$ cat config.mk
export PLATFORM = sky130hd
export DESIGN_NAME = fpu_resp_buffer
export DESIGN_NICKNAME = d
export VERILOG_FILES = /design/src/rtl/fpu_resp_buffer.sv
export SDC_FILE = /design/constraint.sdc
export NUM_CORES = 1
export LEC_CHECK = 0
export CORE_MARGIN = 2
export CORE_UTILIZATION = 35
export DETAILED_ROUTE_END_ITERATION = 10
export HOLD_SLACK_MARGIN = 0.12
export PLACE_DENSITY = 0.57
export REMOVE_ABC_BUFFERS = 1
export SYNTH_ARGS = -nofsm -noshare
export SYNTH_HDL_FRONTEND = slang
export SYNTH_SLANG_ARGS = --single-unit
$ cat constraint.sdc
create_clock -name clk -period 6 [get_ports clk]
set_input_delay 1.5 -clock clk [delete_from_list [all_inputs] [get_ports clk]]
set_output_delay 1.5 -clock clk [all_outputs]
set_load 0.02 [all_outputs]
$ cat src/rtl/fpu_resp_buffer.sv
// ---------------------------------------------------------------------------
// fpu_resp_buffer
//
// Credit-gated response buffer between a core and an FPU wrapper that has no
// result backpressure. A request may only be forwarded to the FPU while a
// response slot is reserved for it (inflight < DEPTH). FPU results are
// captured in a DEPTH-entry FIFO and handed to the core in arrival order.
//
// Handshakes: a request transfers when fpu_req_o && fpu_gnt_i are both high
// in the same cycle. A response transfers (pop) when core_rvalid_o &&
// core_rready_i are both high. core_rvalid_o never depends on core_rready_i.
// fpu_rvalid_i is a one-cycle strobe that cannot be stalled.
//
// Ports:
//   clk, rst_n                     clock, asynchronous active-low reset
//   core_req_i / core_gnt_o        core request and grant
//   fpu_req_o / fpu_gnt_i          gated request to FPU and FPU ready
//   fpu_rvalid_i, fpu_rdata_i,
//   fpu_rflags_i, fpu_rID_i        FPU result strobe and payload
//   core_rvalid_o / core_rready_i  buffered response handshake
//   core_rdata_o, core_rflags_o,
//   core_rID_o                     head-entry payload
//   busy_o                         requests in flight or buffered
//   overflow_o                     sticky: push dropped on a full buffer
// ---------------------------------------------------------------------------
module fpu_resp_buffer #(
    parameter int ID_WIDTH        = 9,
    parameter int DATA_WIDTH      = 32,
    parameter int FLAGS_OUT_WIDTH = 5,
    parameter int DEPTH           = 4
) (
    input  logic                       clk,
    input  logic                       rst_n,
    input  logic                       core_req_i,
    output logic                       core_gnt_o,
    output logic                       fpu_req_o,
    input  logic                       fpu_gnt_i,
    input  logic                       fpu_rvalid_i,
    input  logic [DATA_WIDTH-1:0]      fpu_rdata_i,
    input  logic [FLAGS_OUT_WIDTH-1:0] fpu_rflags_i,
    input  logic [ID_WIDTH-1:0]        fpu_rID_i,
    output logic                       core_rvalid_o,
    input  logic                       core_rready_i,
    output logic [DATA_WIDTH-1:0]      core_rdata_o,
    output logic [FLAGS_OUT_WIDTH-1:0] core_rflags_o,
    output logic [ID_WIDTH-1:0]        core_rID_o,
    output logic                       busy_o,
    output logic                       overflow_o
);

    localparam int PW = $clog2(DEPTH);
    localparam int CW = PW + 1;
    localparam logic [CW-1:0] DEPTH_C = CW'(DEPTH);

    logic [CW-1:0] inflight_q, inflight_d;
    logic [CW-1:0] count_q, count_d;
    logic [PW-1:0] rptr_q, rptr_d;
    logic [PW-1:0] wptr_q, wptr_d;
    logic          overflow_q, overflow_d;

    logic [DATA_WIDTH-1:0]      data_q  [DEPTH];
    logic [FLAGS_OUT_WIDTH-1:0] flags_q [DEPTH];
    logic [ID_WIDTH-1:0]        id_q    [DEPTH];

    logic space, accept, pop, full, push_ok;

    assign space      = (inflight_q < DEPTH_C);
    assign fpu_req_o  = core_req_i & space;
    assign core_gnt_o = fpu_gnt_i & space;
    assign accept     = fpu_req_o & fpu_gnt_i;

    assign core_rvalid_o = (count_q != '0);
    assign pop           = core_rvalid_o & core_rready_i;
    assign full          = (count_q == DEPTH_C);
    // A full buffer still accepts a push when the head leaves in the same
    // cycle: wptr == rptr then, and the slot being written is the one popped.
    assign push_ok       = fpu_rvalid_i & (~full | pop);

    assign core_rdata_o  = data_q[rptr_q];
    assign core_rflags_o = flags_q[rptr_q];
    assign core_rID_o    = id_q[rptr_q];
    assign busy_o        = (inflight_q != '0);
    assign overflow_o    = overflow_q;

    always_comb begin
        inflight_d = inflight_q;
        count_d    = count_q;
        rptr_d     = rptr_q;
        wptr_d     = wptr_q;
        overflow_d = overflow_q;

        // The zero guard keeps the credit count from wrapping if the FPU ever
        // returns a response that was never requested.
        if (accept && !pop) begin
            inflight_d = inflight_q + CW'(1);
        end else if (pop && !accept && inflight_q != '0) begin
            inflight_d = inflight_q - CW'(1);
        end

        if (push_ok && !pop) begin
            count_d = count_q + CW'(1);
        end else if (pop && !push_ok) begin
            count_d = count_q - CW'(1);
        end

        if (pop) begin
            rptr_d = rptr_q + PW'(1);
        end
        if (push_ok) begin
            wptr_d = wptr_q + PW'(1);
        end
        if (fpu_rvalid_i && !push_ok) begin
            overflow_d = 1'b1;
        end
    end

    always_ff @(posedge clk or negedge rst_n) begin
        if (!rst_n) begin
            inflight_q <= '0;
            count_q    <= '0;
            rptr_q     <= '0;
            wptr_q     <= '0;
            overflow_q <= 1'b0;
        end else begin
            inflight_q <= inflight_d;
            count_q    <= count_d;
            rptr_q     <= rptr_d;
            wptr_q     <= wptr_d;
            overflow_q <= overflow_d;
        end
    end

    always_ff @(posedge clk or negedge rst_n) begin
        if (!rst_n) begin
            for (int i = 0; i < DEPTH; i++) begin
                data_q[i]  <= '0;
                flags_q[i] <= '0;
                id_q[i]    <= '0;
            end
        end else if (push_ok) begin
            data_q[wptr_q]  <= fpu_rdata_i;
            flags_q[wptr_q] <= fpu_rflags_i;
            id_q[wptr_q]    <= fpu_rID_i;
        end
    end

endmodule

==> results of run 1 <==
-- state kept, by name, indices dropped and copies added (netlist names) --
register	flops
overflow_o	1
flags_q	20
id_q	36
inflight_q	3
count_q	3
data_q	128
wptr_q	2
rptr_q	2
-- power by group --
part / switching (mW) / leakage, nW / internal, mW
logic: 1.25 / 2.46 / 2.13
registers: 0.547 / 2.30 / 2.00
clock network: 0.524 / 0.291 / 0.679
total: 2.32 / 5.06 / 4.81
-- layout by cell type, fill, tap and decap left out, types with 2 or more instances in the layout --
cell             netlist  final
nand2_8                4      4
nor2b_1                3      2
inv_8                  0      2
clkinv_4               0      2
nor3_1                 2      2
dfrtp_1              195    193
clkdlybuf4s50_1        0    101
inv_1                  5      5
buf_4                  1      3
clkbuf_1               1      2
clkbuf_16              0     17
a21oi_1                2      2
xnor2_1                5      5
nand2_1                2      2
mux2_4               160    160
ha_1                   5      5
inv_6                  0      2
xor2_1                 2      2
bufinv_16              0      3
mux4_2                46     46
fa_1                   2      2
clkbuf_8               0      2
mux2_2                25     25
clkinvlp_4             0      3
-- routing by layer --
| metal | global-route usage | vias up | part of all wire |
|---|---|---|---|
| li1 | - | 2033 | - |
| met1 | 0.200 | 2566 | 0.46 |
| met2 | 0.246 | 68 | 0.49 |
| met3 | 0.0413 | 4 | 0.043 |
| met4 | 0.0337 | 0 | 0.0040 |
| met5 | 0 | - | 0 |
-- logic make-up (layout without fill, tap and decap cells) --
group                      Yosys count  in the layout  share of synthesized area
DFF                                195            195                      0.528
xor gates and xnor gates             7              7                    0.00663
muxes                              232            232                      0.404
AOI/OAI and AO/OA                    7              7                    0.00541
buffers and inverters               32            142                     0.0279
adders and majority gates            7              7                     0.0111
other                                0              1                          0
and+or+nand+nor                     17             17                     0.0175
-- cell type report --
type | count | area (sq um)
antenna | 1 | 2.50
clock buffer | 20 | 447
clock inverter | 12 | 170
fill | 2307 | 14900
inverter | 5 | 18.8
multi-input combinational | 270 | 4110
sequential | 195 | 4880
tap | 335 | 419
timing repair buffer | 105 | 1050
-- worst max-delay path: stages, from the launching register on --
cell	delay (ps)
dfrtp_2	960
buf_4	460
mux4_2	410
clkdlybuf4s50_1	560
-- metrics by stage --
step,worst slack [ps],instance area (sq um),hold WS (ps),util,power [mW]
final,1680,11100,467,0.427,7.13
after global routing,1460,11100,512,0.427,7.54
after CTS,1570,11100,469,0.427,7.24
after detailed placement,1740,10500,446,0.403,6.00
after global placement,1780,10500,447,0.403,5.87
after floorplan,1840,9000,474,-,4.78
-- worst min path at each step --
| stage | depth (start not counted) | endpoint | slack [ps] |
|---|---|---|---|
| after floorplan | 1 | data_q[32]$_DFFE_PN0P_ | 470 |
| after global placement | 1 | overflow_o$_DFFE_PN0P_ | 450 |
| after detailed placement | 1 | overflow_o$_DFFE_PN0P_ | 450 |
| after CTS | 1 | overflow_o$_DFFE_PN0P_ | 470 |
| after global routing | 1 | overflow_o$_DFFE_PN0P_ | 510 |
| final | 1 | overflow_o$_DFFE_PN0P_ | 470 |
==> impl_metrics.json, run 1 <==
{
  "outcome": "finished clean",
  "drc_errors": 0,
  "core_sq_um": 26000,
  "clock_path_buffers": 2,
  "period_share": 0.720,
  "drt.antenna.violating_nets": 0,
  "grt_max_degree": 112,
  "num_vias": 4671,
  "cts_max_level": 4,
  "hpwl_um": 11500,
  "rrSetupSlack_ps": 3340,
  "leakage_nw": 5.06,
  "instances_no_fill": 943,
  "grt_pass1_vias": 5566,
  "routabilityCongestion": 0.666,
  "portBuffers": 102,
  "ios": 103,
  "worst_skew_pair.late_latency_ps": 420,
  "avgViaCountPerCell": 4.95,
  "end_kind": "output port",
  "drive_gt1_frac": 0.453,
  "worst_slew_pin_slew_ps": 1080,
  "gr-total-overflow": 0,
  "worst-setup-path-type": "reg -> out",
  "hold_viol": 0,
  "power_density_nw_per_um2": 642,
  "hold_path.class": "reg -> reg",
  "syn_area_sq_um": 9240,
  "setup_violations": 0,
  "drt-total-wl_um": 19500,
  "fin_skew_ps": 10.3,
  "ys_seq_area_frac": 0.528,
  "reg2reg_depth": 8,
  "final_nets": 653,
  "maxCapViolCount": 0,
  "crit_start": "rptr_q[1]$_DFFE_PN0P_",
  "die_h_um": 167,
  "yosys_warnings": 0,
  "antenna_found_initial": 1,
  "synthCells": 497,
  "slew_viol_final": 0,
  "synth_common_cells": "195 x dfrtp_1, 160 x mux2_4, 46 x mux4_2",
  "grt_pass1_wl_um": 32500,
  "synth_seq_cells": 195,
  "period_needed_ps": 4320,
  "num_rows": 59,
  "cts-buffers-inserted": 17,
  "synthArstFlopShare": 1.00,
  "reg2reg_to": "count_q[2]$_DFFE_PN0P_",
  "cts_root_buf": "clkbuf_16",
  "arrival_ps": 2820,
  "synth.most_common_cell": "dfrtp_1",
  "synth.largest_area_cell": "dfrtp_1",
  "setup_tns_ps": 0,
  "dieArea_sq_um": 27700,
  "clk_pin_slew_ps": 70,
  "cts_sinks": 195,
  "synth-main-ff-cell": "dfrtp_1",
  "reg2reg_from": "count_q[2]$_DFFE_PN0P_",
  "timing.slew.headroom": 0.278,
  "synth_edf_count": 0,
  "start_util": 0.356,
  "rsz0062_at_grt": "false",
  "critPathLaunchType": "register",
  "detailedRoute.firstPassIterationCount": 4,
  "cts_tree": "done",
  "synth_cell_types": 31,
  "postCtsResizedCells": 0,
  "cts_setup_buffers": 0,
  "holdCritStartpoint": "overflow_o$_DFFE_PN0P_",
  "synth_top_area_frac": 0.528,
  "synthTopCellsByArea": "dfrtp_1 53%, mux2_4 26%, mux4_2 11%",
  "max_freq_mhz": 231,
  "hold_buffers": 0,
  "drt_iter0_drc": 195,
  "die_w_um": 167,
  "syn2layout_area_growth_pct": 20.1,
  "post_synth.cell_area_avg_sq_um": 18.6,
  "cp_max_fo": 30,
  "wl_per_cell_um": 20.7,
  "grt_use_total": 0.150,
  "endpoint": "core_rdata_o[30]",
  "cp.required_ps": 4500,
  "ir_worst_vdd_v": 0.000263,
  "placed_cells": 910
}
(Power assumes the default switching activity.)
==> inputs of run 2 (changes only) <==
clock period = 4.2 ns   (was 6 ns; I/O delays follow)
==> impl_metrics.json, run 2 (synthesis gave the netlist of run 1 again) <==
{
  "grt_pass1_wl_um": 32100,
  "instances_no_fill": 946,
  "end_kind": "output port",
  "cp_max_fo": 23,
  "hpwl_um": 11800,
  "cts_setup_buffers": 0,
  "final_nets": 656,
  "gr-total-overflow": 0,
  "largest_reg_flops": 128,
  "setup_tns_ps": 0,
  "ios": 103,
  "final_cell_mix": "193 x dfrtp_1, 160 x mux2_4, 101 x clkdlybuf4s50_1",
  "holdWs_ps": 474,
  "worst_slew_pin_slew_ps": 952,
  "reg2reg_depth": 8,
  "cp.required_ps": 3150,
  "grt_use_total": 0.148,
  "die_w_um": 167,
  "maxCapViolCount": 0,
  "fin_ws_ps": 542,
  "slowest_stage": "dfrtp_4",
  "period_share": 0.871,
  "hold_depth": 1,
  "avgViaCountPerCell": 4.95,
  "arrival_ps": 2610,
  "syn2layout_area_growth_pct": 20.5,
  "layout_commonest_cell": "dfrtp_1",
  "placed_cells": 913,
  "worst_skew_pair.late_latency_ps": 430,
  "rsz0062_at_grt": "false",
  "cts_tree": "done",
  "postCtsResizedCells": 0,
  "cts-buffers-inserted": 17,
  "routabilityCongestion": 0.665,
  "grt_pass1_vias": 5461,
  "drt.antenna.violating_nets": 0,
  "dieArea_sq_um": 27700,
  "design_area_sq_um": 11100,
  "die_h_um": 167,
  "cts_max_level": 4,
  "timing.slew.headroom": 0.363,
  "critPathMaxStageDelay_ps": 700,
  "core_sq_um": 26000,
  "finalPower_mw": 10.2,
  "portBuffers": 102,
  "max_freq_mhz": 273,
  "post_dp_cell_area_sq_um": 10500,
  "num_vias": 4681,
  "worst-setup-path-type": "reg -> out",
  "final_util": 0.429,
  "hold_buffers": 0,
  "cts_sinks": 195,
  "period_needed_ps": 3660,
  "dp_slack_ps": 431,
  "start_util": 0.356,
  "setup_violations": 0,
  "regMostFlops": "data_q",
  "num_rows": 59,
  "antenna_found_initial": 1,
  "outcome": "finished clean",
  "clk_pin_slew_ps": 80,
  "hold_viol": 0,
  "hold_path.class": "reg -> reg",
  "cts_root_buf": "clkbuf_16",
  "power_density_nw_per_um2": 917,
  "critPathLaunchType": "register",
  "drive_gt1_frac": 0.456,
  "slew_viol_final": 0,
  "wl_per_cell_um": 20.6,
  "clock_path_buffers": 2,
  "detailedRoute.firstPassIterationCount": 4,
  "leakage_nw": 5.09,
  "ir_worst_vdd_v": 0.000446,
  "path_cells": "buf_12 -> mux4_2 -> clkdlybuf4s50_1",
  "grt_max_degree": 108,
  "top_regs": "data_q (128), id_q (36), flags_q (20)",
  "fin_skew_ps": 15.4,
  "drt_iter0_drc": 185,
  "drt-total-wl_um": 19500,
  "drc_errors": 0
}
-- run 2: changes by cell type in the layout (fill, tap and decap cells not counted) --
cell / change
buf_12: +3
clkinv_2: +3
clkinv_4: -1
clkinvlp_4: -1
inv_6: +1
inv_8: -2
-- run 2: path summary, 6_finish.rpt --
| kind | from | end | slack (ps) |
|---|---|---|---|
| worst max register to register | count_q[2]$_DFFE_PN0P_ | count_q[2]$_DFFE_PN0P_ | 1530 |
| max in group asynchronous | rst_n | data_q[104]$_DFFE_PN0P_ | 2540 |
| worst min register to register | overflow_o$_DFFE_PN0P_ | overflow_o$_DFFE_PN0P_ | 470 |
| worst max-delay path | rptr_q[0]$_DFFE_PN0P_ | core_rID_o[0] | 540 |
| min in group asynchronous | rst_n | data_q[118]$_DFFE_PN0P_ | 700 |
| worst min-delay path | overflow_o$_DFFE_PN0P_ | overflow_o$_DFFE_PN0P_ | 470 |
-- run 2: layout make-up --
type                    instances  area (sq um)
fillers                      2301         14800
flip-flops and latches        195          4880
multi-input cells             270          4110
repair buffers                108          1110
clock buffers                  20           447
well taps                     335           419
clock inverters                12           155
inverters                       5          18.8
diodes                          1          2.50
-- run 2: worst max-delay path, delay by kind of cell, from the launching register on --
kind / cells / cell delay [ps]
flops: 1 / 700
buf+inv: 2 / 930
mux: 1 / 520
-- run 2: power by group --
group | internal, mW | switching [mW]
Sequential | 2.86 | 0.654
Clock | 0.959 | 0.734
Combinational | 3.09 | 1.93
Total | 6.90 | 3.32
-- run 2: metal layers --
| metal | GRT usage | part of all wire | wire, um |
|---|---|---|---|
| met3 | 0.0373 | 0.035 | 675 |
| met5 | 0 | 0 | 0 |
| met4 | 0.0292 | 0.0058 | 114 |
| met1 | 0.202 | 0.48 | 9290 |
| met2 | 0.240 | 0.48 | 9440 |
